==> src/rtl/fio_seq_pkg.sv <==
// Shared encodings for the FileIO sequencer: host command codes, FSM states
// and the payload widths of each FIO target.
package fio_seq_pkg;

  localparam logic [2:0] CMD_TM     = 3'd0;
  localparam logic [2:0] CMD_ICACHE = 3'd1;
  localparam logic [2:0] CMD_MEM    = 3'd2;
  localparam logic [2:0] CMD_CLE    = 3'd3;
  localparam logic [2:0] CMD_GO     = 3'd4;
  localparam logic [2:0] CMD_CLEAR  = 3'd5;

  localparam int TM_DATA_W     = 29;
  localparam int ICACHE_DATA_W = 32;
  localparam int MEM_DATA_W    = 256;
  localparam int CLE_DATA_W    = 5;

  typedef enum logic [2:0] {
    ST_IDLE,
    ST_CLR,
    ST_RUN,
    ST_DUMP_RD,
    ST_DUMP_CAP,
    ST_DUMP_OUT
  } fio_state_e;

endpackage

==> src/rtl/fio_dump_reader.sv <==
// Streams MEM words 0..DUMP_WORDS-1 out of the synchronous BRAM port:
// present address, capture BRAM output, hold until the consumer accepts.
module fio_dump_reader
  import fio_seq_pkg::*;
#(
  parameter int ADDR_W     = 9,
  parameter int DUMP_WORDS = 256
) (
  input  logic                  clk,
  input  logic                  rst,
  input  logic                  start,
  output logic                  rd_req,
  output logic [ADDR_W-1:0]     rd_addr,
  input  logic [MEM_DATA_W-1:0] mem_dout,
  output logic                  dump_valid,
  input  logic                  dump_ready,
  output logic [MEM_DATA_W-1:0] dump_data,
  output logic                  done
);

  localparam logic [ADDR_W-1:0] LAST_IDX = ADDR_W'(DUMP_WORDS - 1);

  fio_state_e            r_state;
  logic [ADDR_W-1:0]     r_index;
  logic                  r_dump_valid;
  logic [MEM_DATA_W-1:0] r_dump_data;

  logic w_handshake;
  logic w_last;

  assign w_handshake = (r_state == ST_DUMP_OUT) && dump_ready;
  assign w_last      = (r_index == LAST_IDX);

  // rd_req tells the top to load its registered MEM address with rd_addr,
  // so the address is on the BRAM port during the following DUMP_RD cycle.
  assign rd_req  = ((r_state == ST_IDLE) && start) || (w_handshake && !w_last);
  assign rd_addr = (r_state == ST_IDLE) ? '0 : r_index + 1'b1;
  assign done    = w_handshake && w_last;

  assign dump_valid = r_dump_valid;
  assign dump_data  = r_dump_data;

  always_ff @(posedge clk or negedge rst) begin
    if (!rst) begin
      r_state      <= ST_IDLE;
      r_index      <= '0;
      r_dump_valid <= 1'b0;
      r_dump_data  <= '0;
    end else begin
      case (r_state)
        ST_IDLE: begin
          if (start) begin
            r_index <= '0;
            r_state <= ST_DUMP_RD;
          end
        end
        ST_DUMP_RD: begin
          r_state <= ST_DUMP_CAP;
        end
        ST_DUMP_CAP: begin
          r_dump_data  <= mem_dout;
          r_dump_valid <= 1'b1;
          r_state      <= ST_DUMP_OUT;
        end
        ST_DUMP_OUT: begin
          if (dump_ready) begin
            r_dump_valid <= 1'b0;
            if (w_last) begin
              r_state <= ST_IDLE;
            end else begin
              r_index <= r_index + 1'b1;
              r_state <= ST_DUMP_RD;
            end
          end
        end
        default: r_state <= ST_IDLE;
      endcase
    end
  end

endmodule

==> src/rtl/fio_sequencer.sv <==
// Host-driven load/run/dump sequencer for the GPU FIO ports.
// Optional RUN watchdog enabled by defining FIO_WATCHDOG_EN.
module fio_sequencer
  import fio_seq_pkg::*;
#(
  parameter int MEM_ADDR_W    = 9,
  parameter int ICACHE_ADDR_W = 10,
  parameter int CLE_ADDR_W    = 8,
  parameter int DUMP_WORDS    = 256,
  parameter int WDOG_CYCLES   = 1000000
) (
  input  logic                     clk,
  input  logic                     rst,
  input  logic                     host_valid,
  output logic                     host_ready,
  input  logic [2:0]               host_cmd,
  input  logic [255:0]             host_data,
  output logic                     Wen_FIO_TM,
  output logic [TM_DATA_W-1:0]     Din_FIO_TM,
  output logic                     start_FIO_TM,
  output logic                     clear_FIO_TM,
  input  logic                     finished_TM_FIO,
  output logic                     Wen_FIO_ICache,
  output logic [ICACHE_ADDR_W-1:0] Addr_FIO_ICache,
  output logic [ICACHE_DATA_W-1:0] Din_FIO_ICache,
  output logic                     Wen_FIO_MEM,
  output logic [MEM_ADDR_W-1:0]    Addr_FIO_MEM,
  output logic [MEM_DATA_W-1:0]    Din_FIO_MEM,
  input  logic [MEM_DATA_W-1:0]    Dout_FIO_MEM,
  output logic                     Wen_FIO_CLE,
  output logic [CLE_ADDR_W-1:0]    Addr_FIO_CLE,
  output logic [CLE_DATA_W-1:0]    Din_FIO_CLE,
  output logic                     dump_valid,
  input  logic                     dump_ready,
  output logic [MEM_DATA_W-1:0]    dump_data,
  output logic                     busy,
  output logic                     done,
  output logic                     overflow,
  output logic                     timeout
);

  fio_state_e r_state;

  logic [ICACHE_ADDR_W-1:0] r_ic_ptr;
  logic [MEM_ADDR_W-1:0]    r_mem_ptr;
  logic [CLE_ADDR_W-1:0]    r_cle_ptr;

  logic                     r_host_ready;
  logic                     r_busy;
  logic                     r_done;
  logic                     r_overflow;
  logic                     r_start_tm;
  logic                     r_clear_tm;
  logic                     r_wen_tm;
  logic [TM_DATA_W-1:0]     r_din_tm;
  logic                     r_wen_ic;
  logic [ICACHE_ADDR_W-1:0] r_addr_ic;
  logic [ICACHE_DATA_W-1:0] r_din_ic;
  logic                     r_wen_mem;
  logic [MEM_ADDR_W-1:0]    r_addr_mem;
  logic [MEM_DATA_W-1:0]    r_din_mem;
  logic                     r_wen_cle;
  logic [CLE_ADDR_W-1:0]    r_addr_cle;
  logic [CLE_DATA_W-1:0]    r_din_cle;

  logic                     w_accept;
  logic                     w_clear_cmd;
  logic                     w_wdog_expire;
  logic                     w_dump_start;
  logic                     w_rd_req;
  logic [MEM_ADDR_W-1:0]    w_rd_addr;
  logic                     w_dump_done;

  assign w_accept     = host_valid && r_host_ready;
  assign w_clear_cmd  = w_accept && (host_cmd == CMD_CLEAR);
  assign w_dump_start = (r_state == ST_RUN) && (finished_TM_FIO || w_wdog_expire);

`ifdef FIO_WATCHDOG_EN
  localparam int WDOG_W = $clog2(WDOG_CYCLES + 1);

  logic [WDOG_W-1:0] r_wdog_cnt;
  logic              r_timeout;

  assign w_wdog_expire = (r_state == ST_RUN) && !finished_TM_FIO &&
                         (r_wdog_cnt == WDOG_W'(WDOG_CYCLES - 1));
  assign timeout = r_timeout;

  always_ff @(posedge clk or negedge rst) begin
    if (!rst) begin
      r_wdog_cnt <= '0;
      r_timeout  <= 1'b0;
    end else begin
      r_wdog_cnt <= (r_state == ST_RUN) ? r_wdog_cnt + 1'b1 : '0;
      if (w_clear_cmd) begin
        r_timeout <= 1'b0;
      end else if (w_wdog_expire) begin
        r_timeout <= 1'b1;
      end
    end
  end
`else
  assign w_wdog_expire = 1'b0;
  assign timeout       = 1'b0;
`endif

  fio_dump_reader #(
    .ADDR_W     (MEM_ADDR_W),
    .DUMP_WORDS (DUMP_WORDS)
  ) u_dump_reader (
    .clk        (clk),
    .rst        (rst),
    .start      (w_dump_start),
    .rd_req     (w_rd_req),
    .rd_addr    (w_rd_addr),
    .mem_dout   (Dout_FIO_MEM),
    .dump_valid (dump_valid),
    .dump_ready (dump_ready),
    .dump_data  (dump_data),
    .done       (w_dump_done)
  );

  // The top FSM parks in ST_DUMP_RD for the whole dump; the reader owns the
  // RD/CAP/OUT sub-phases and reports completion through w_dump_done.
  always_ff @(posedge clk or negedge rst) begin
    if (!rst) begin
      r_state      <= ST_IDLE;
      r_ic_ptr     <= '0;
      r_mem_ptr    <= '0;
      r_cle_ptr    <= '0;
      r_host_ready <= 1'b0;
      r_busy       <= 1'b0;
      r_done       <= 1'b0;
      r_overflow   <= 1'b0;
      r_start_tm   <= 1'b0;
      r_clear_tm   <= 1'b0;
      r_wen_tm     <= 1'b0;
      r_din_tm     <= '0;
      r_wen_ic     <= 1'b0;
      r_addr_ic    <= '0;
      r_din_ic     <= '0;
      r_wen_mem    <= 1'b0;
      r_addr_mem   <= '0;
      r_din_mem    <= '0;
      r_wen_cle    <= 1'b0;
      r_addr_cle   <= '0;
      r_din_cle    <= '0;
    end else begin
      r_wen_tm   <= 1'b0;
      r_wen_ic   <= 1'b0;
      r_wen_mem  <= 1'b0;
      r_wen_cle  <= 1'b0;
      r_clear_tm <= 1'b0;
      case (r_state)
        ST_IDLE: begin
          r_host_ready <= 1'b1;
          r_busy       <= 1'b0;
          if (w_accept) begin
            case (host_cmd)
              CMD_TM: begin
                r_wen_tm <= 1'b1;
                r_din_tm <= host_data[TM_DATA_W-1:0];
              end
              CMD_ICACHE: begin
                r_wen_ic  <= 1'b1;
                r_addr_ic <= r_ic_ptr;
                r_din_ic  <= host_data[ICACHE_DATA_W-1:0];
                r_ic_ptr  <= r_ic_ptr + 1'b1;
                if (&r_ic_ptr) r_overflow <= 1'b1;
              end
              CMD_MEM: begin
                r_wen_mem  <= 1'b1;
                r_addr_mem <= r_mem_ptr;
                r_din_mem  <= host_data[MEM_DATA_W-1:0];
                r_mem_ptr  <= r_mem_ptr + 1'b1;
                if (&r_mem_ptr) r_overflow <= 1'b1;
              end
              CMD_CLE: begin
                r_wen_cle  <= 1'b1;
                r_addr_cle <= r_cle_ptr;
                r_din_cle  <= host_data[CLE_DATA_W-1:0];
                r_cle_ptr  <= r_cle_ptr + 1'b1;
                if (&r_cle_ptr) r_overflow <= 1'b1;
              end
              CMD_GO: begin
                r_state      <= ST_CLR;
                r_host_ready <= 1'b0;
                r_busy       <= 1'b1;
                r_clear_tm   <= 1'b1;
                r_done       <= 1'b0;
              end
              CMD_CLEAR: begin
                r_ic_ptr   <= '0;
                r_mem_ptr  <= '0;
                r_cle_ptr  <= '0;
                r_done     <= 1'b0;
                r_overflow <= 1'b0;
                r_clear_tm <= 1'b1;
              end
              default: ;
            endcase
          end
        end
        ST_CLR: begin
          r_start_tm <= 1'b1;
          r_state    <= ST_RUN;
        end
        ST_RUN: begin
          if (w_dump_start) begin
            r_start_tm <= 1'b0;
            r_state    <= ST_DUMP_RD;
          end
          if (w_rd_req) r_addr_mem <= w_rd_addr;
        end
        ST_DUMP_RD: begin
          if (w_rd_req) r_addr_mem <= w_rd_addr;
          if (w_dump_done) begin
            r_done       <= 1'b1;
            r_host_ready <= 1'b1;
            r_busy       <= 1'b0;
            r_state      <= ST_IDLE;
          end
        end
        default: r_state <= ST_IDLE;
      endcase
    end
  end

  assign host_ready      = r_host_ready;
  assign busy            = r_busy;
  assign done            = r_done;
  assign overflow        = r_overflow;
  assign start_FIO_TM    = r_start_tm;
  assign clear_FIO_TM    = r_clear_tm;
  assign Wen_FIO_TM      = r_wen_tm;
  assign Din_FIO_TM      = r_din_tm;
  assign Wen_FIO_ICache  = r_wen_ic;
  assign Addr_FIO_ICache = r_addr_ic;
  assign Din_FIO_ICache  = r_din_ic;
  assign Wen_FIO_MEM     = r_wen_mem;
  assign Addr_FIO_MEM    = r_addr_mem;
  assign Din_FIO_MEM     = r_din_mem;
  assign Wen_FIO_CLE     = r_wen_cle;
  assign Addr_FIO_CLE    = r_addr_cle;
  assign Din_FIO_CLE     = r_din_cle;

endmodule

==> config.mk <==
export PLATFORM = sky130hd
export DESIGN_NAME = fio_sequencer
export DESIGN_NICKNAME = d
export VERILOG_FILES = /design/src/rtl/fio_seq_pkg.sv /design/src/rtl/fio_dump_reader.sv /design/src/rtl/fio_sequencer.sv
export SDC_FILE = /design/constraint.sdc
export NUM_CORES = 1
export LEC_CHECK = 0
export CAP_MARGIN = 30
export CORE_AREA = 2 2 449 451
export DETAILED_ROUTE_END_ITERATION = 8
export DIE_AREA = 0 0 451 453
export PLACE_DENSITY = 0.4
export SYNTH_ARGS = -nofsm -noshare
export SYNTH_HDL_FRONTEND = slang
export SYNTH_SLANG_ARGS = --single-unit
export TNS_END_PERCENT = 10
==> constraint.sdc <==
create_clock -name clk -period 3.1 [get_ports clk]
set_clock_uncertainty 0.05 [all_clocks]
set_input_delay 0.93 -clock clk [delete_from_list [all_inputs] [get_ports clk]]
set_output_delay 0.93 -clock clk [all_outputs]
set_load 0.03 [all_outputs]
---- Word-level counts from Yosys, hierarchy flattened ----
Index checks and enable logic that the tools add are counted.
storage, ports and cells
  register bits ........................... 658
  bits of input ports ..................... 520
  output and inout bits ................... 617
  word-level logic and storage cells ...... 149
operators by class
  $add $sub $neg .......................... 4
  equal/unequal tests ..................... 25
  muxes and demuxes ....................... 54
  reduce and logical (&&, ||, !) cells .... 41
operators with widths
  kind                                                                     count
  9-bit 2-to-1 mux                                                         7
  9-bit case mux with 2 select lines                                       3
  1-bit 2-to-1 mux                                                         28
  3-bit case mux with 4 select lines                                       2
  3-bit AND reduction                                                      7
  10-bit case mux with 2 select lines                                      1
  9-bit by 1-bit adder with 9-bit output, second input constant            2
  8-bit case mux with 2 select lines                                       1
  4-bit AND reduction                                                      4
  2-bit nonzero test                                                       8
  3-bit by 2-bit equality test with 1-bit output, second input constant    5
  3-bit 2-to-1 mux                                                         5
  2-bit inequality test, second input constant                             7
  3-bit equality test, second input constant                               4
  2-bit by 1-bit inequality test with 1-bit output, second input constant  6
  10-bit by 1-bit adder with 10-bit output, second input constant          1
  1-bit case mux with 2 select lines                                       5
  10-bit AND reduction                                                     1
  9-bit by 8-bit equality test with 1-bit output, second input constant    1
  3-bit zero test                                                          3
  9-bit AND reduction                                                      1
  8-bit by 1-bit adder with 8-bit output, second input constant            1
  2-bit AND reduction                                                      4
  8-bit AND reduction                                                      1
  other kinds (9)                                                          16

---- Logic depth before layout (Yosys ltp) ----
Gate-level depths: netlist (run 1).
  depth in word-level cells ............... 6
  gate-level depth with buffers ........... 10
  depth with buffers taken out ............ 8

---- Hierarchy ----
A second synthesis (run 1) with hierarchy kept.
second synthesis, totals
  cells, all modules ...................... 1695
  area total of the unflattened synthesis .. 26604.3 um^2
by module, submodules not included
  module           times used  cells each  area each (um^2)  sequential area each (um^2)
  fio_sequencer    1           1056        15159.5           9709.3
  fio_dump_reader  1           639         11444.7           6731.5

---- Worst setup path before layout (run 1) ----
Ideal clock, no wire load.
  kind .................................... reg-to-reg
  start ................................... reg u_dump_reader.r_index[2]
  end ..................................... reg r_addr_mem[0] (netlist: Addr_FIO_MEM[0])
  setup time .............................. 125 ps
  arrival time ............................ 2206 ps
  data required time ...................... 2925 ps
  setup slack ............................. 720 ps
  cell stages (with the launch flop) ...... 10
  buffers on the path ..................... 1
  period minus slack after synthesis ...... 2380 ps
  cells stage by stage .................... dfrtp_1 clkbuf_1 and4_1 nand2_1 nor2_1 ha_1 nand4b_1 a21oi_2 o22ai_2 mux2_2
between the ends
  word-level cells in the longest chain between the ends .. 6
ends and longest elaborated chain
  item                                                        RTL line               source
  start, declared                                             fio_dump_reader.sv:24  logic [ADDR_W-1:0] r_index;
  start signal, assigned                                      fio_dump_reader.sv:71  r_index <= r_index + 1'b1;
  9-bit by 8-bit equality test with 1-bit output              fio_dump_reader.sv:32  assign w_last = (r_index == LAST_IDX);
  1-bit zero test                                             fio_dump_reader.sv:36  assign rd_req = ((r_state == ST_IDLE) && start) || (w_handshake && !w_last);
  1-bit logical AND                                           fio_dump_reader.sv:36
  1-bit logical OR                                            fio_dump_reader.sv:36
  2-bit by 1-bit inequality test with 1-bit output (no line)  -
  4-bit AND reduction (no line)                               -
  end signal, assigned                                        fio_sequencer.sv:172   r_addr_mem <= r_mem_ptr;
  end signal, assigned                                        fio_sequencer.sv:212   if (w_rd_req) r_addr_mem <= w_rd_addr;
  end signal, assigned                                        fio_sequencer.sv:215   if (w_rd_req) r_addr_mem <= w_rd_addr;
  end, declared                                               fio_sequencer.sv:60    logic [MEM_ADDR_W-1:0] r_addr_mem;
No other way between the ends.
A chain may end at the register's enable or synchronous reset.

---- Final worst setup path (run 1) ----
  start ................................... reg u_dump_reader.r_dump_data[135] (netlist: u_dump_reader.dump_data[135])
  end ..................................... out dump_data[135]
RTL lines
  item                    RTL line               source
  start, declared         fio_dump_reader.sv:26  logic [MEM_DATA_W-1:0] r_dump_data;
  start signal, assigned  fio_dump_reader.sv:61  r_dump_data <= mem_dout;
  end, declared           fio_sequencer.sv:35    output logic [MEM_DATA_W-1:0] dump_data,
No word-level cell between the ends.

==> metrics.csv, run 1 <==
stage;metric;value;unit
run_status;status;complete, no violations;
worst_setup_path;worst-r2r-cell-count;9;
pwr;seqPwrFrac;30.7;%
worst_setup_path;crit_start;u_dump_reader.dump_data[135]$_DFFE_PN0P_;
worst_setup_path;crit_chain;clkdlybuf4s50_1;
cts;htreeDepth;3;
final_layout;multi_input_area;8410;um^2
pwr;power_density;1110;nW/um^2
worst_setup_path;cp.required;2120;ps
worst_setup_path;critical_path_arrival;2000;ps
grt;grt_overflow;0;
worst_setup_path;cp.depth;1;
job;max-cap-violations;0;
worst_setup_path;critical_path.max_stage_delay;760;ps
placed_design;gp_congestion;0.777;
yosys;synthSimpleGateAreaFrac;2.91;%
pwr;p_leak;17.5;nW
yosys;yosys.area.top_type_share;64.7;%
pwr;switchingPower;19.3;mW
drt;wl_met2;60600;um
pwr;combPwrFrac;47.8;%
pwr;peakVddDrop;473;uV
yosys;synth.distinct_cells;54;
cts;post_cts_buffers;0;
cts;clockBufferDepth;3;
worst_setup_path;reg2reg_slack;540;ps
drt;initialDrtViolationCount;515;
yosys;async_flop_share;100;%
placed_design;portBuffers;1135;
yosys;syn_area_per_cell;16.0;um^2
worst_setup_path;r2r-end;Addr_FIO_MEM[2]$_DFFE_PN0P_;
drt;ant_nets;0;
grt;grtUsageTotal;10.8;%
worst_setup_path;cp_slowest_cell;clkdlybuf4s50_1;
final_layout;stdcell_area;43400;um^2
pwr;finalPower;48.2;mW
yosys;synth-compound-area-share;1.70;%
yosys;netlist_instances;1590;
worst_setup_path;crit_type;flop to primary output;
floorplan;die_area;204000;um^2
drt;vias;18000;
drt;wire_per_inst;20.6;um
timing;max-slew-margin-rel;57.3;%
worst_setup_path;worstSetupStartpointType;flop;
final_layout;fill_cells;21300;
timing;finalHoldViolCount;0;
floorplan;chipHeight;453;um
yosys;yosys_warnings;0;
yosys;synthXorXnorAreaFrac;0.551;%
floorplan;die_w;451;um
drt;remaining_drc_errors;0;
timing;setup_viol;0;
grt;grt_pass1_vias;19300;
timing;fin_crit;2980;ps
yosys;syn-num-nets;2121;
cts;cts_tree;built;
worst_setup_path;worstSetupEndpointType;primary output;
final_layout;regArea;16400;um^2
worst_setup_path;crit_fanout;2;
worst_setup_path;r2r-start;u_dump_reader.r_index[0]$_DFFE_PN0P_;
drt;wl_met1;41400;um
timing;worst_hold_slack;440;ps
yosys;syn_area;25400;um^2
cts;clkLatencyLatePin;690;ps
placed_design;dp.final_hpwl;91200;um
yosys;yosys_register_bits;657;
timing;fin_crit_sh;96.0;%
timing;final_max_slew_viol_count;0;
drt;highest-signal-layer;met5;
drt;dr_wl_met3;8690;um
yosys;synth_edf_count;0;
cts;cts_sinks;657;
cts;clockRootBuffer;clkbuf_16;
yosys;yosys.area_share.adder;0.542;%
drt;wirelength;114000;um
final_layout;num-nets-final;3339;
grt;grt_antenna_before_repair;36;
grt;grt_pass1_wl;156000;um
drt;drt_first_pass_iters;4;
pwr;switching_share;40.2;%
timing;max_freq;336;MHz
yosys;ys_top_cells_by_area;dfrtp_1 (65%), mux2_2 (26%), mux2_4 (1.2%);
pwr;power.share.clock;21.5;%
floorplan;coreArea;199000;um^2
yosys;yosysSeqAreaShare;64.7;%
worst_setup_path;worstSetupEndpoint;dump_data[135];
cts;numCtsBuffers;86;
cts;clk_pin_slew_worst_paths;60;ps
pwr;intPower;28.8;mW
floorplan;ios;1137;
min_path;min_path_type;flop to flop;
floorplan;start_util;12.8;%
placed_design;post_dp_cell_area;40500;um^2
timing;rsz0062_at_grt;false;
yosys;synth_mux_area_share;27.3;%
grt;grt_max_degree;86;
worst_setup_path;crit_family;buffers and inverters;
final_layout;layout-drive-gt1-share;28.7;%
final_layout;area_growth;70.8;%
floorplan;rows;164;
timing;setup_tns;0;ps
timing;worst_pin_slew;640;ps
drt;viasPerCell;3.25;
yosys;synth_top_family_by_area;multiplexers;
worst_setup_path;critPathBufInv;1;
yosys;yosys_most_used_dff;dfrtp_1;
yosys;yosysTopAreaCell;dfrtp_1;
cells in the mapped netlist (all sizes together) (4+ instances only):
cell type    n
nor3         6
nand2b       6
mux2       605
and3         4
nand2       31
a21o         5
a21oi       12
clkbuf       6
mux2i        6
nand3       15
o22ai        5
ha          11
nand4        9
nor2        28
dfrtp      657
xnor2        7
inv         15
xor2         9
nand4b       5
buf         74
and2         6
o21ai       25
nor4         4
layout by cell type, fill, tap and decap left out, types with 7 or more instances in the layout:
master	synthesis	final
mux2_4	20	20
clkbuf_16	0	86
buf_4	24	53
mux2_2	576	576
nand3_1	15	15
nand2_1	30	30
buf_12	0	26
mux2_1	9	9
inv_1	15	15
clkbuf_1	6	18
xnor2_1	7	7
dfrtp_1	657	657
nand4_1	9	9
clkinv_2	0	12
ha_1	11	11
xor2_1	9	9
a21oi_1	11	11
nor2_1	25	24
o21ai_0	25	25
clkdlybuf4s50_1	0	1123
clkbuf_8	0	23
per-layer routing:
layer,vias to the layer above,global-route usage (%)
met1,9015,11.3
met3,188,4.09
li1,8118,-
met4,36,3.65
met5,-,0
met2,628,19.8
cell type report:
cell class / instances / area share, %
sequential: 657 / 37.9
clock inverter: 28 / 0.911
timing repair buffer: 1210 / 28.2
multi-input combinational: 838 / 19.4
inverter: 15 / 0.130
antenna: 6 / 0.0346
tap: 2656 / 7.65
clock buffer: 127 / 5.84
worst reg2reg max path, delay by kind of cell, from the launching register on:
| kind | cells | cell delay, ps |
|---|---|---|
| adder cells (fa/ha/maj) | 2 | 580 |
| AND/OR/NAND/NOR | 3 | 500 |
| flip-flops | 1 | 450 |
| buffers and inverters | 1 | 220 |
| AO/OA/AOI/OAI | 2 | 310 |
| multiplexers | 1 | 350 |
cell families after synthesis:
group	count (synthesis)
DFF	657
muxes	611
and+or+nand+nor	132
buffers and inverters	95
AOI/OAI and AO/OA	67
xor gates and xnor gates	16
adders and majority gates	11
other	1
worst min-delay path by stage:
stage,startpoint,end,slack [ps],cells after the start
after floorplan,r_mem_ptr[8]$_DFFE_PN0P_,r_mem_ptr[8]$_DFFE_PN0P_,440,1
after global placement,Din_FIO_TM[20]$_DFFE_PN0P_,Din_FIO_TM[20]$_DFFE_PN0P_,430,1
after detailed placement,Din_FIO_TM[25]$_DFFE_PN0P_,Din_FIO_TM[25]$_DFFE_PN0P_,430,1
after CTS,Din_FIO_TM[25]$_DFFE_PN0P_,Din_FIO_TM[25]$_DFFE_PN0P_,440,1
after global routing,Din_FIO_MEM[213]$_DFFE_PN0P_,Din_FIO_MEM[213]$_DFFE_PN0P_,460,1
final,Din_FIO_TM[24]$_DFFE_PN0P_,Din_FIO_TM[24]$_DFFE_PN0P_,440,1
sequential cells by signal (all words and copies together), names as in the netlist, 8 cells and up:
| name | count |
|---|---|
| Addr_FIO_CLE | 8 |
| Addr_FIO_ICache | 10 |
| Addr_FIO_MEM | 9 |
| Din_FIO_ICache | 32 |
| Din_FIO_MEM | 256 |
| Din_FIO_TM | 29 |
| r_cle_ptr | 8 |
| r_ic_ptr | 10 |
| r_mem_ptr | 9 |
| u_dump_reader.dump_data | 256 |
| u_dump_reader.r_index | 9 |
power by group through the flow:
stage	Sequential, mW	Combinational, mW	Clock [mW]
2_1_floorplan	21.9	4.72	0
3_3_place_gp	14.9	23.4	0
3_5_place_dp	15.0	23.5	0
4_1_cts	14.9	23.5	10.8
5_1_grt	15.3	24.0	11.2
6_report	14.8	23.0	10.4
through the flow:
stage,worst slack (ps),instances,util [%]
2_1_floorplan,720,1590,-
3_3_place_gp,135,5375,20.3
3_5_place_dp,126,5375,20.3
4_1_cts,18.0,5531,21.8
5_1_grt,39.0,5537,21.8
6_report,125,5537,21.8
repair_timing:
action | 4_1_cts | 5_1_grt
resized for setup | 6 | 0
hold buffers | 1 | 0
endpoints found under the hold margin | 11 | 0
setup endpoints to repair | 6 | 0
No activity file was read; power rests on OpenSTA's default activity.
==> run 2, diff against run 1 <==
- CTS_BUF_LIST: unset -> sky130_fd_sc_hd__clkbuf_8
==> metrics.csv, run 2 (synthesis gave the netlist of run 1 again) <==
stage;metric;value;unit
run_status;status;complete, no violations;
worst_setup_path;cp.required;2120;ps
pwr;seqPwrFrac;31.5;%
timing;final_max_slew_viol_count;0;
placed_design;portBuffers;1135;
worst_setup_path;critical_path_arrival;1990;ps
worst_setup_path;worstSetupStartpointType;flop;
worst_setup_path;r2r-end;Addr_FIO_MEM[3]$_DFFE_PN0P_;
timing;worst_pin_slew;652;ps
floorplan;chipHeight;453;um
drt;viasPerCell;3.26;
timing;rsz0062_at_grt;false;
worst_setup_path;crit_fanout;2;
drt;vias;18300;
timing;setup_tns;0;ps
grt;grt_antenna_before_repair;37;
min_path;min_path_type;flop to flop;
floorplan;coreArea;199000;um^2
drt;initialDrtViolationCount;540;
final_layout;area_growth;69.9;%
pwr;peakVddDrop;471;uV
placed_design;post_dp_cell_area;40500;um^2
timing;layout_setup_ws;134;ps
min_path;hold_depth;1;
worst_setup_path;critPathBufInv;1;
pwr;switching_share;41.0;%
final_layout;layout-drive-gt1-share;29.6;%
timing;finalHoldViolCount;0;
timing;max_freq;337;MHz
pwr;p_leak;17.9;nW
worst_setup_path;crit_family;buffers and inverters;
drt;wire_per_inst;20.4;um
worst_setup_path;worst-r2r-cell-count;9;
cts;htreeDepth;4;
grt;grt_pass1_vias;19700;
placed_design;gp_congestion;0.777;
pwr;power_density;1090;nW/um^2
cts;cts_sinks;657;
final_layout;num-nets-final;3390;
drt;remaining_drc_errors;0;
pwr;combPwrFrac;48.2;%
cts;clk_pin_slew_worst_paths;50;ps
cts;cts_tree;built;
grt;grt_max_degree;86;
cts;post_cts_buffers;0;
placed_design;post-place-ws;126;ps
timing;fin_crit;2970;ps
pwr;switchingPower;19.2;mW
floorplan;die_w;451;um
timing;setup_viol;0;
floorplan;start_util;12.8;%
cts;clockBufferDepth;3;
cts;clockRootBuffer;clkbuf_8;
floorplan;die_area;204000;um^2
worst_setup_path;worstSetupEndpointType;primary output;
timing;fin_crit_sh;95.7;%
drt;wirelength;115000;um
job;max-cap-violations;0;
min_path;holdPathEnd;Din_FIO_TM[24]$_DFFE_PN0P_;
worst_setup_path;critical_path.max_stage_delay;720;ps
pwr;power.share.clock;20.3;%
drt;ant_nets;0;
timing;max-slew-margin-rel;56.5;%
grt;grtUsageTotal;10.9;%
cts;numCtsBuffers;137;
worst_setup_path;cp_slowest_cell;clkdlybuf4s50_1;
final_layout;layout_common_cells;clkdlybuf4s50_1 (1032), dfrtp_1 (657), mux2_2 (576), clkbuf_8 (170), dlygate4sd2_1 (97);
final_layout;fill_cells;21400;
grt;grt_pass1_wl;157000;um
pwr;intPower;27.7;mW
placed_design;dp.final_hpwl;91200;um
floorplan;ios;1137;
drt;drt_first_pass_iters;5;
floorplan;rows;164;
cts;clkLatencyLatePin;830;ps
worst_setup_path;r2r-start;u_dump_reader.r_index[0]$_DFFE_PN0P_;
min_path;min_from;Din_FIO_TM[24]$_DFFE_PN0P_;
final_layout;layout_commonest_cell;clkdlybuf4s50_1;
worst_setup_path;crit_chain;clkdlybuf4s50_1;
final_layout;stdcell_area;43200;um^2
grt;grt_overflow;0;
worst_setup_path;crit_type;flop to primary output;
pwr;finalPower;46.9;mW
worst_setup_path;reg2reg_slack;550;ps
## run 2: what timing repair did
item	in CTS	in global routing
endpoints found under the setup margin	97	0
hold buffers	1	0
hold endpoints to repair	19	0
gates resized for setup	97	0
## run 2: layer usage
layer / vias to the layer above / share of wire [%] / GRT usage, %
li1: 8227 / - / -
met1: 9163 / 36 / 11.3
met2: 672 / 53 / 19.9
met3: 213 / 7.7 / 4.29
met4: 40 / 2.9 / 3.68
met5: - / 0.21 / 0
## run 2: worst max path at each step
stage | startpoint | cells past startpoint | to | slack (ps)
CTS | Din_FIO_MEM[26]$_DFFE_PN0P_ | 1 | Din_FIO_MEM[26] | 0.5
global route | u_dump_reader.dump_data[87]$_DFFE_PN0P_ | 1 | dump_data[87] | 8
detailed placement | host_valid | 6 | Din_FIO_MEM[169]$_DFFE_PN0P_ | 130
global placement | host_valid | 6 | Din_FIO_MEM[204]$_DFFE_PN0P_ | 140
finish | u_dump_reader.dump_data[87]$_DFFE_PN0P_ | 1 | dump_data[87] | 130
floorplan | u_dump_reader.r_index[2]$_DFFE_PN0P_ | 9 | Addr_FIO_MEM[0]$_DFFE_PN0P_ | 720
## run 2: stage by stage
stage	utilization [%]	hold WS, ps	instances
final	21.7	439	5621
after global routing	21.7	437	5618
after CTS	21.7	378	5613
after detailed placement	20.3	431	5375
after global placement	20.3	429	5375
after floorplan	-	444	1590
## run 2: layout make-up
| type | instances | area (um^2) | area share, % |
|---|---|---|---|
| clock buffers | 170 | 2340 | 5.42 |
| multi-input cells | 838 | 8410 | 19.5 |
| inverters | 15 | 56.3 | 0.130 |
| repair buffers | 1210 | 12100 | 28.1 |
| flip-flops and latches | 657 | 16400 | 38.1 |
| well taps | 2656 | 3320 | 7.70 |
| diodes | 8 | 20.0 | 0.0464 |
| clock inverters | 67 | 462 | 1.07 |
## run 2: power by group through the flow
stage	sequential, mW	clock (mW)	combinational, mW
2_1_floorplan	21.9	0	4.72
3_3_place_gp	14.9	0	23.4
3_5_place_dp	15.0	0	23.5
4_1_cts	14.9	10.1	23.1
5_1_grt	15.3	10.4	23.6
6_report	14.8	9.52	22.6
==> run 3, diff against run 2 <==
- ABC_AREA: unset -> 1
- CORE_AREA: 2 2 449 451 -> 2 2 448 450
- DIE_AREA: 0 0 451 453 -> 0 0 450 452
==> metrics.csv, run 3 <==
stage;metric;value;unit
placed_design;gp_congestion;0.800;
placed_design;dp.final_hpwl;97400;um
pwr;combPwrFrac;47.9;%
run_status;status;complete, no violations;
placed_design;post_dp_cell_area;40200;um^2
yosys;yosysTopAreaCell;dfrtp_1;
grt;grtUsageTotal;11.9;%
pwr;power.share.clock;20.1;%
placed_design;placed_cells;6093;
final_layout;layout_common_cells;clkdlybuf4s50_1 (943), nand2_1 (929), dfrtp_1 (657), mux2_2 (256), dlygate4sd2_1 (191);
floorplan;coreArea;199000;um^2
timing;finalHoldViolCount;0;
timing;max_freq;340;MHz
yosys;yosys_warnings;0;
yosys;synth_edf_count;0;
yosys;syn_area_per_cell;10.8;um^2
drt;initialDrtViolationCount;967;
worst_setup_path;critPathBufInv;1;
pwr;peakVddDrop;442;uV
drt;drt_first_pass_iters;5;
worst_setup_path;critical_path.max_stage_delay;750;ps
yosys;syn-num-nets;2871;
floorplan;die_w;450;um
cts;numCtsBuffers;137;
floorplan;chipHeight;452;um
worst_setup_path;crit_family;buffers and inverters;
min_path;min_path_type;flop to flop;
grt;grt_pass1_wl;173000;um
final_layout;stdcell_area;42700;um^2
yosys;synth-compound-area-share;3.38;%
cts;cts_sinks;657;
timing;max-slew-margin-rel;53.1;%
cts;clk_pin_slew_worst_paths;50;ps
grt;grt_overflow;0;
cts;htreeDepth;4;
drt;vias;21200;
final_layout;layout_commonest_cell;clkdlybuf4s50_1;
worst_setup_path;worstSetupStartpointType;flop;
timing;final_max_slew_viol_count;0;
pwr;p_leak;19.5;nW
floorplan;start_util;12.7;%
cts;clockRootBuffer;clkbuf_8;
drt;wl_met2;64100;um
drt;dr_wl_met3;9270;um
yosys;yosys_most_used_dff;dfrtp_1;
timing;fin_crit;2940;ps
drt;wire_per_inst;19.7;um
drt;viasPerCell;3.35;
drt;remaining_drc_errors;0;
pwr;intPower;26.4;mW
worst_setup_path;critical_path_arrival;1960;ps
timing;worst_pin_slew;703;ps
floorplan;die_area;203000;um^2
timing;fin_crit_sh;94.9;%
cts;clkLatencyLatePin;880;ps
pwr;switchingPower;20.3;mW
timing;setup_viol;0;
yosys;synthSimpleGateAreaFrac;15.9;%
yosys;yosys.area.top_type_share;65.1;%
yosys;syn_area;25300;um^2
placed_design;portBuffers;1135;
yosys;synth_top_family_by_area;simple AND/OR/NAND/NOR gates;
worst_setup_path;crit_fanout;2;
pwr;switching_share;43.5;%
yosys;yosysMostFrequentCell;nand2_1;
final_layout;instances_no_fill;6328;
yosys;synthXorXnorAreaFrac;0.0347;%
drt;wirelength;124000;um
worst_setup_path;crit_chain;clkdlybuf4s50_1;
grt;grt_pass1_vias;22500;
drt;highest-signal-layer;met5;
worst_setup_path;worstSetupEndpointType;primary output;
yosys;yosys_register_bits;657;
yosys;async_flop_share;100;%
yosys;netlist_instances;2340;
final_layout;area_growth;68.8;%
yosys;ys_top_cells_by_area;dfrtp_1 (65%), nand2_1 (14%), mux2_2 (11%);
yosys;yosysSeqAreaShare;65.1;%
grt;grt_antenna_before_repair;36;
yosys;yosys.area_share.adder;0.545;%
job;max-cap-violations;0;
yosys;synth_mux_area_share;11.4;%
pwr;seqPwrFrac;31.9;%
worst_setup_path;cp_slowest_cell;clkdlybuf4s50_1;
final_layout;num-nets-final;4108;
pwr;power_density;1100;nW/um^2
pwr;finalPower;46.7;mW
worst_setup_path;crit_type;flop to primary output;
floorplan;ios;1137;
cts;cts_tree;built;
yosys;yosys-top-cells-count;nand2_1 (932), dfrtp_1 (657), mux2_2 (256), o21ai_0 (145), inv_1 (95);
cts;clockBufferDepth;3;
yosys;synth.distinct_cells;29;
drt;wl_met1;47100;um
worst_setup_path;cp.required;2120;ps
grt;grt_max_degree;94;
drt;ant_nets;0;
final_layout;layout-drive-gt1-share;14.2;%
floorplan;rows;164;
-- run 3: cell types whose count changed after synthesis, sizes merged, moves of 7 or more --
cell,delta
nand2,+902
nor2,+30
nand3,+20
inv,+82
mux2,-349
clkbuf,+18
o21ai,+121
xor2,-8
xnor2,-7
-- run 3: timing repair --
action	4_1_cts	5_1_grt
endpoints found under the hold margin	28	0
hold buffers	1	0
resized for setup	191	0
endpoints found under the setup margin	191	0
buffers inserted	0	0
-- run 3: cell families after synthesis --
group,count (synthesis)
AOI/OAI and AO/OA,168
xor gates and xnor gates,1
adders and majority gates,11
buffers and inverters,203
DFF,657
muxes,256
other,1
and+or+nand+nor,1043
-- run 3: worst paths after layout --
path | from | endpoint | slack [ps] | cells after the start
worst min register to register | Din_FIO_MEM[174]$_DFFE_PN0P_ | Din_FIO_MEM[174]$_DFFE_PN0P_ | 420 | 2
worst max-delay path | u_dump_reader.dump_data[78]$_DFFE_PN0P_ | dump_data[78] | 160 | 1
max in group asynchronous | rst | r_mem_ptr[4]$_DFFE_PN0P_ | 1470 | 3
worst max register to register | u_dump_reader.r_index[0]$_DFFE_PN0P_ | Addr_FIO_MEM[7]$_DFFE_PN0P_ | 590 | 13
worst min-delay path | Din_FIO_MEM[174]$_DFFE_PN0P_ | Din_FIO_MEM[174]$_DFFE_PN0P_ | 420 | 2
min in group asynchronous | rst | u_dump_reader.dump_data[112]$_DFFE_PN0P_ | 660 | 2
-- run 3: power by group through the flow --
stage          Combinational [mW]  Sequential (mW)  Clock, mW
5_1_grt                      23.7             15.4       10.2
4_1_cts                      22.9             15.0       9.91
6_report                     22.4             14.9       9.41
3_3_place_gp                 23.6             15.0          0
2_1_floorplan                4.58             22.1          0
3_5_place_dp                 23.6             15.0          0
-- run 3: final cells by class --
class | instances | area (um^2)
Antenna cell | 6 | 15.0
Tap cell | 2656 | 3320
Timing Repair Buffer | 1202 | 11900
Clock inverter | 70 | 518
Inverter | 99 | 379
Multi-Input combinational cell | 1480 | 7930
Clock buffer | 158 | 2170
Sequential cell | 657 | 16400
Fill cell | 21900 | 156000
-- run 3: worst reg2reg max path: cells and delay by family, from the launching register on --
family,cells,cell delay [ps]
adder cells (fa/ha/maj),2,390
buffers and inverters,2,340
flip-flops,1,410
AND/OR/NAND/NOR,9,1220
-- run 3: through the flow --
step	TNS (ps)	util, %	worst slack (ps)	hold slack [ps]
3_5_place_dp	0	20.2	186	411
4_1_cts	0	21.5	0.0939	353
2_1_floorplan	0	-	1110	414
5_1_grt	-0.520	21.5	-0.520	415
6_report	0	21.5	159	419
3_3_place_gp	0	20.2	168	412
-- run 3: layer usage --
layer	vias up	GRT usage (%)
met1	10200	13.0
met3	218	4.49
met5	-	0
met4	36	4.22
met2	763	21.1
li1	9973	-
